File: src/rtl/move_sequencer_if.sv
// Boss-move <-> player-match link between the move sequencer and the judge.
// The master (sequencer) drives the move stream; the slave (judge/score side) drives start and hit.
interface move_sequencer_if;
  logic       start;
  logic       hit;
  logic [1:0] move;
  logic       move_valid;
  logic       beat;
  logic       missed;
  logic [7:0] seq_count;

  modport master (
    input  start,
    input  hit,
    output move,
    output move_valid,
    output beat,
    output missed,
    output seq_count
  );

  modport slave (
    output start,
    output hit,
    input  move,
    input  move_valid,
    input  beat,
    input  missed,
    input  seq_count
  );
endinterface

File: src/rtl/move_sequencer.sv
// Boss dance-move generator: LFSR-driven moves shown for a beat, a neutral gap, and per-move miss reporting.
// Optional MOVE_NOREPEAT_EN macro: never show the same move twice in a row.
module move_sequencer #(
  parameter int       BEAT_CYCLES = 25000000,
  parameter int       GAP_CYCLES  = 5000000,
  parameter bit [7:0] SEED        = 8'hA5
) (
  input  logic                   clk,
  input  logic                   reset,
  move_sequencer_if.master       bus
);

  localparam int       MAX_CYCLES = (BEAT_CYCLES > GAP_CYCLES) ? BEAT_CYCLES : GAP_CYCLES;
  localparam int       TW         = (MAX_CYCLES > 2) ? $clog2(MAX_CYCLES) : 1;
  localparam bit [7:0] SEED_INIT  = (SEED == 8'h00) ? 8'h01 : SEED;
  localparam logic [TW-1:0] BEAT_LAST = TW'(BEAT_CYCLES - 1);
  localparam logic [TW-1:0] GAP_LAST  = TW'(GAP_CYCLES - 1);

  typedef enum logic [1:0] {
    IDLE,
    SHOW,
    GAP
  } state_t;

  state_t        r_state;
  logic [7:0]    r_lfsr;
  logic [TW-1:0] r_timer;
  logic [1:0]    r_move;
  logic          r_valid;
  logic          r_beat;
  logic          r_missed;
  logic [7:0]    r_seqCount;

  logic [7:0]    w_lfsrNext;
  logic [1:0]    w_candidate;
  logic [1:0]    w_issue;
  logic [7:0]    w_seqNext;
  logic          w_enterShow;
  logic          w_showEnd;

  assign w_lfsrNext = {r_lfsr[6:0], r_lfsr[7] ^ r_lfsr[5] ^ r_lfsr[4] ^ r_lfsr[3]};

  // Fall back to the upper pair, then to "left", so a move is never neutral.
  assign w_candidate = (w_lfsrNext[1:0] != 2'b00) ? w_lfsrNext[1:0] :
                       (w_lfsrNext[3:2] != 2'b00) ? w_lfsrNext[3:2] : 2'b01;

`ifdef MOVE_NOREPEAT_EN
  logic [1:0] r_prevMove;

  assign w_issue = (w_candidate != r_prevMove) ? w_candidate :
                   (w_candidate == 2'd3)       ? 2'd1 : w_candidate + 2'd1;
`else
  assign w_issue = w_candidate;
`endif

  // A fresh round always counts from 1; within a round the count saturates.
  assign w_seqNext   = (r_state == IDLE)       ? 8'd1 :
                       (r_seqCount == 8'hFF)   ? r_seqCount : r_seqCount + 8'd1;
  assign w_enterShow = (r_state == IDLE) || ((r_state == GAP) && (r_timer == GAP_LAST));
  assign w_showEnd   = bus.hit || (r_timer == BEAT_LAST);

  always_ff @(posedge clk) begin
    if (!reset) begin
      r_state    <= IDLE;
      r_lfsr     <= SEED_INIT;
      r_timer    <= '0;
      r_move     <= 2'd0;
      r_valid    <= 1'b0;
      r_beat     <= 1'b0;
      r_missed   <= 1'b0;
      r_seqCount <= 8'd0;
`ifdef MOVE_NOREPEAT_EN
      r_prevMove <= 2'd0;
`endif
    end else begin
      r_beat   <= 1'b0;
      r_missed <= 1'b0;
      if (!bus.start) begin
        r_state <= IDLE;
        r_timer <= '0;
        r_move  <= 2'd0;
        r_valid <= 1'b0;
`ifdef MOVE_NOREPEAT_EN
        r_prevMove <= 2'd0;
`endif
      end else if (w_enterShow) begin
        r_state    <= SHOW;
        r_lfsr     <= w_lfsrNext;
        r_timer    <= '0;
        r_move     <= w_issue;
        r_valid    <= 1'b1;
        r_beat     <= 1'b1;
        r_seqCount <= w_seqNext;
`ifdef MOVE_NOREPEAT_EN
        r_prevMove <= w_issue;
`endif
      end else begin
        case (r_state)
          SHOW: begin
            if (w_showEnd) begin
              r_state  <= GAP;
              r_timer  <= '0;
              r_move   <= 2'd0;
              r_valid  <= 1'b0;
              r_missed <= ~bus.hit;
            end else begin
              r_timer <= r_timer + 1'b1;
            end
          end
          GAP:     r_timer <= r_timer + 1'b1;
          default: r_state <= IDLE;
        endcase
      end
    end
  end

  assign bus.move       = r_move;
  assign bus.move_valid = r_valid;
  assign bus.beat       = r_beat;
  assign bus.missed     = r_missed;
  assign bus.seq_count  = r_seqCount;

endmodule

File: src/flat_wrapper.sv
// flat-port wrapper written by rule: the top's interface ports become plain ports
module move_sequencer_flat 
#(
  parameter int       BEAT_CYCLES = 25000000,
  parameter int       GAP_CYCLES  = 5000000,
  parameter bit [7:0] SEED        = 8'hA5
)
  (clk, reset, bus_start, bus_hit, bus_move, bus_move_valid, bus_beat, bus_missed, bus_seq_count);
  move_sequencer_if bus_i ();
  input  logic clk;
  input  logic reset;
  input wire logic [$bits(bus_i.start)-1:0] bus_start;
  input wire logic [$bits(bus_i.hit)-1:0] bus_hit;
  output wire logic [$bits(bus_i.move)-1:0] bus_move;
  output wire logic [$bits(bus_i.move_valid)-1:0] bus_move_valid;
  output wire logic [$bits(bus_i.beat)-1:0] bus_beat;
  output wire logic [$bits(bus_i.missed)-1:0] bus_missed;
  output wire logic [$bits(bus_i.seq_count)-1:0] bus_seq_count;
  assign bus_i.start = bus_start;
  assign bus_i.hit = bus_hit;
  assign bus_move = bus_i.move;
  assign bus_move_valid = bus_i.move_valid;
  assign bus_beat = bus_i.beat;
  assign bus_missed = bus_i.missed;
  assign bus_seq_count = bus_i.seq_count;
  move_sequencer #(.BEAT_CYCLES(BEAT_CYCLES), .GAP_CYCLES(GAP_CYCLES), .SEED(SEED)) u_core (.clk(clk), .reset(reset), .bus(bus_i));
endmodule
File: config.mk
export PLATFORM = sky130hd
export DESIGN_NAME = move_sequencer_flat
export DESIGN_NICKNAME = d
export VERILOG_FILES = /design/src/rtl/move_sequencer_if.sv /design/src/rtl/move_sequencer.sv /design/src/flat_wrapper.sv
export SDC_FILE = /design/constraint.sdc
export NUM_CORES = 1
export LEC_CHECK = 0
export ABC_AREA = 1
export CORE_MARGIN = 2
export CORE_UTILIZATION = 30
export DETAILED_ROUTE_END_ITERATION = 8
export REMOVE_ABC_BUFFERS = 1
export SLEW_MARGIN = 20
export SYNTH_ARGS = -nofsm -noshare
export SYNTH_HDL_FRONTEND = slang
export SYNTH_SLANG_ARGS = --single-unit
export TNS_END_PERCENT = 50
File: constraint.sdc
create_clock -name clk -period 1.9 [get_ports clk]
set_clock_uncertainty 0.1 [all_clocks]
set_input_delay 0.285 -clock clk [delete_from_list [all_inputs] [get_ports clk]]
set_output_delay 0.285 -clock clk [all_outputs]
set_load 0.01 [all_outputs]
==> results by group <==
Synthesis
  – Ys Warns: 0
  – Synth area leaders: dfxtp_1 (38%), nand2_1 (12%), nor2_1 (12%)
  – Avg Inst Size Synth: 6.86 um2
  – Post-synth EDFFs: 0
  – Commonest cells in the synthesized netlist: nand2_1 (78), nor2_1 (78), dfxtp_1 (48), inv_1 (39), nand3_1 (27)
  – Yosys cell types: 27
  – Syn Inst Count: 370
  – Sequential share of the synthesized area: 0.379
  – Synth Cell Area: 2540 um2
  – Post-synth top area share: 0.379
  – Asr flop ratio synth: 0
  – Post-synth top flop: dfxtp_1
  – Area leader, netlist: dfxtp_1
  – Yosys reg bits: 48

Route
  – Routed WL: 5.66 mm
  – Vias per cell: 4.52
  – Final ANT Viol Nets: 0
  – DR iter-0 viols: approximately 130
  – Number of remaining DRC errors: 0
  – Via count: 2303
  – Routed len/inst: between 10 and 15 um
  – Pre-Repair DR Iteration Count: 4

Finish
  – Area grow syn2layout: 23.8%
  – Register area: roughly 970 um2
  – Multi-input logic area: 1460 um2
  – Nets: 413
  – Non-filler cells, final: 510
  – # fillers: 840
  – # diodes: 0
  – Share of cells above drive strength 1: 0.153
  – Final Core Density: 0.382

Power
  – P_sw: 515 uW
  – Max IR drop VDD: 0.367 mV
  – Power Density: 627 nW/um2
  – Switch share: 0.262
  – Clk network pwr share: 0.330
  – Internal: 1.45 mW
  – Combinational power share: 0.126
  – Seq pwr share: 0.544
  – Leak Pwr: around 1.2 nW

Placement
  – Placed Instances: 495
  – Post-DP HPWL: just over 4 mm
  – Routability congestion estimate: 0.840
  – I/O Buffers: 16

Die
  – Height of the die: between 90 and 100 um
  – CORE AREA: 8220 um2
  – I/O pin count: 17
  – DIE AREA: 9210 um2
  – Die W: 96.0 um
  – Rows: 33
  – Initial Util: 0.309

Job
  – Max Cap Viol: 0

Setup path
  – Max stage delay cell, worst path: dfxtp_2
  – Max stage delay on crit path: approximately 350 ps
  – Critical Path AT: 1880 ps
  – CP required: about 2000 ps
  – Worst Setup Start Kind: register
  – CP endpoint kind: register
  – Crit-path cells: inv_4 -> ha_4 -> inv_4 -> nor2_4 -> nand2_2 -> nor2_2 -> nand4_1 -> nand2_4 -> buf_4 -> buf_4 -> nand2_4 -> o21ai_0 -> nand2_1
  – Kind of critical path: register to register
  – Delay-heaviest family, CP: simple AND/OR/NAND/NOR gates
  – WP buf/inv: 4
  – CP max FO: 6

CTS
  – Clock transition at path regs: ~90 ps
  – Clock tree from TritonCTS: done
  – CTS buffer count: 5
  – Root buf cell: clkbuf_8
  – CTS max path bufs: 2
  – Clk Latency, worst-skew pair: 310 ps
  – Count of clock tree sinks: 48
  – H-tree depth: 2

Timing
  – RSZ-0062 raised after global routing: yes
  – Endpoints failing hold: 0
  – Final min period: 1780 ps
  – Final setup fails: 0
  – FMAX: 561 MHz
  – Worst Max-Slew Pin Slew: 304 ps
  – Max-slew violations: 0
  – Relative slew slack: 0.796
  – Final Cycle Share: 0.938

Global routing
  – Tot GR Track Use: 0.136
  – Antenna violations before repair: 0
  – Largest net degree at the start of global routing: 16
  – First-pass GRT wire length: ~10 mm
  – Number of global-route vias before repair: 2228
  – GRT Residual Overflow: 0

Status
  – Status: finished clean

Min path
  – Hold crit path type: register to register
==> cell type report <==
cell class / count / share of cell area
Tap cell: 105 / 0.0418
Sequential cell: 48 / 0.307
Clock inverter: 2 / 0.00478
Timing Repair Buffer: 32 / 0.102
Clock buffer: 6 / 0.0263
Multi-Input combinational cell: 274 / 0.463
Inverter: 43 / 0.0546
==> path summary, 6_finish.rpt <==
| kind | from | end | slack (ps) | depth (start not counted) |
|---|---|---|---|---|
| worst min register to register | u_core.bus.move_valid | u_core.bus.move_valid | 370 | 2 |
| worst max register to register | u_core.r_state[0] | u_core.r_lfsr[5] | 120 | 13 |
| worst max-delay path | u_core.r_state[0] | u_core.r_lfsr[5] | 120 | 13 |
| worst min-delay path | u_core.bus.move_valid | u_core.bus.move_valid | 370 | 2 |
==> registers in the layout (all words and copies together), names as in the netlist <==
name and count:
u_core.bus.seq_count 8, u_core.bus.beat 1, u_core.bus.missed 1, u_core.r_timer 25
u_core.r_state 2, u_core.bus.move 2, u_core.r_lfsr 8, u_core.bus.move_valid 1
==> layer usage <==
metal / share of wire / GRT usage
met1: 0.48 / 0.180
met2: 0.47 / 0.224
met4: 0.012 / 0.0405
met3: 0.035 / 0.0258
met5: 0 / 0
==> power by group through the flow <==
stage	clock network, mW	logic [mW]	registers (mW)
floorplan	0	0.124	1.10
global placement	0	0.222	1.09
detailed placement	0	0.222	1.09
CTS	0.678	0.239	1.07
global route	0.713	0.281	1.08
finish	0.651	0.248	1.07
==> stage by stage <==
step / power (mW) / cell area (um2) / hold slack (ps) / TNS (ps) / setup slack [ps]
6_report: 1.97 / 3140 / 367 / 0 / 118
5_1_grt: 2.07 / 3140 / 408 / -3.93 / -3.93
4_1_cts: 1.99 / 3040 / 367 / -30.9 / -13.4
3_5_place_dp: 1.31 / 2870 / 352 / -2720 / -91.1
3_3_place_gp: 1.31 / 2870 / 350 / 0 / 25.4
2_1_floorplan: 1.22 / 2500 / 264 / -26.7 / -26.7
==> tightest hold or removal path: cells and delay by family (launching register included) <==
family | cells | cell delay (ps)
AO/OA/AOI/OAI | 1 | 50
flip-flops | 1 | 320
AND/OR/NAND/NOR | 1 | 60
==> logic make-up (layout without fill, tap and decap cells) <==
logic type	after synthesis	after routing	synth area share
buf+inv	48	83	0.0799
simple gates	223	223	0.390
xor+xnor	21	21	0.0725
flops	48	48	0.379
compound gates	25	25	0.0547
fa+ha+maj	5	5	0.0247
==> layout by cell type, fill, tap and decap left out, drive strengths merged <==
cell	netlist	routed
nand2	88	88
nor2	82	82
dfxtp	48	48
inv	43	43
nand3	29	29
clkdlybuf4s50	0	16
buf	3	16
xor2	15	15
nor3	12	12
o21ai	11	11
a21oi	10	10
nand4	9	9
xnor2	6	6
clkbuf	2	6
ha	5	5
nand3b	3	3
o21bai	2	2
clkinvlp	0	2
o311ai	1	1
a31oi	1	1
==> repair_timing <==
item | 4_1_cts | 5_1_grt
hold buffers | 0 | 0
pin swaps | 3 | 9
resized for setup | 13 | 23
endpoints found under the hold margin | 0 | 0
setup buffers | 4 | 2
gates cloned | 1 | 0
setup endpoints to repair | 42 | 46
(Power assumes the default switching activity.)
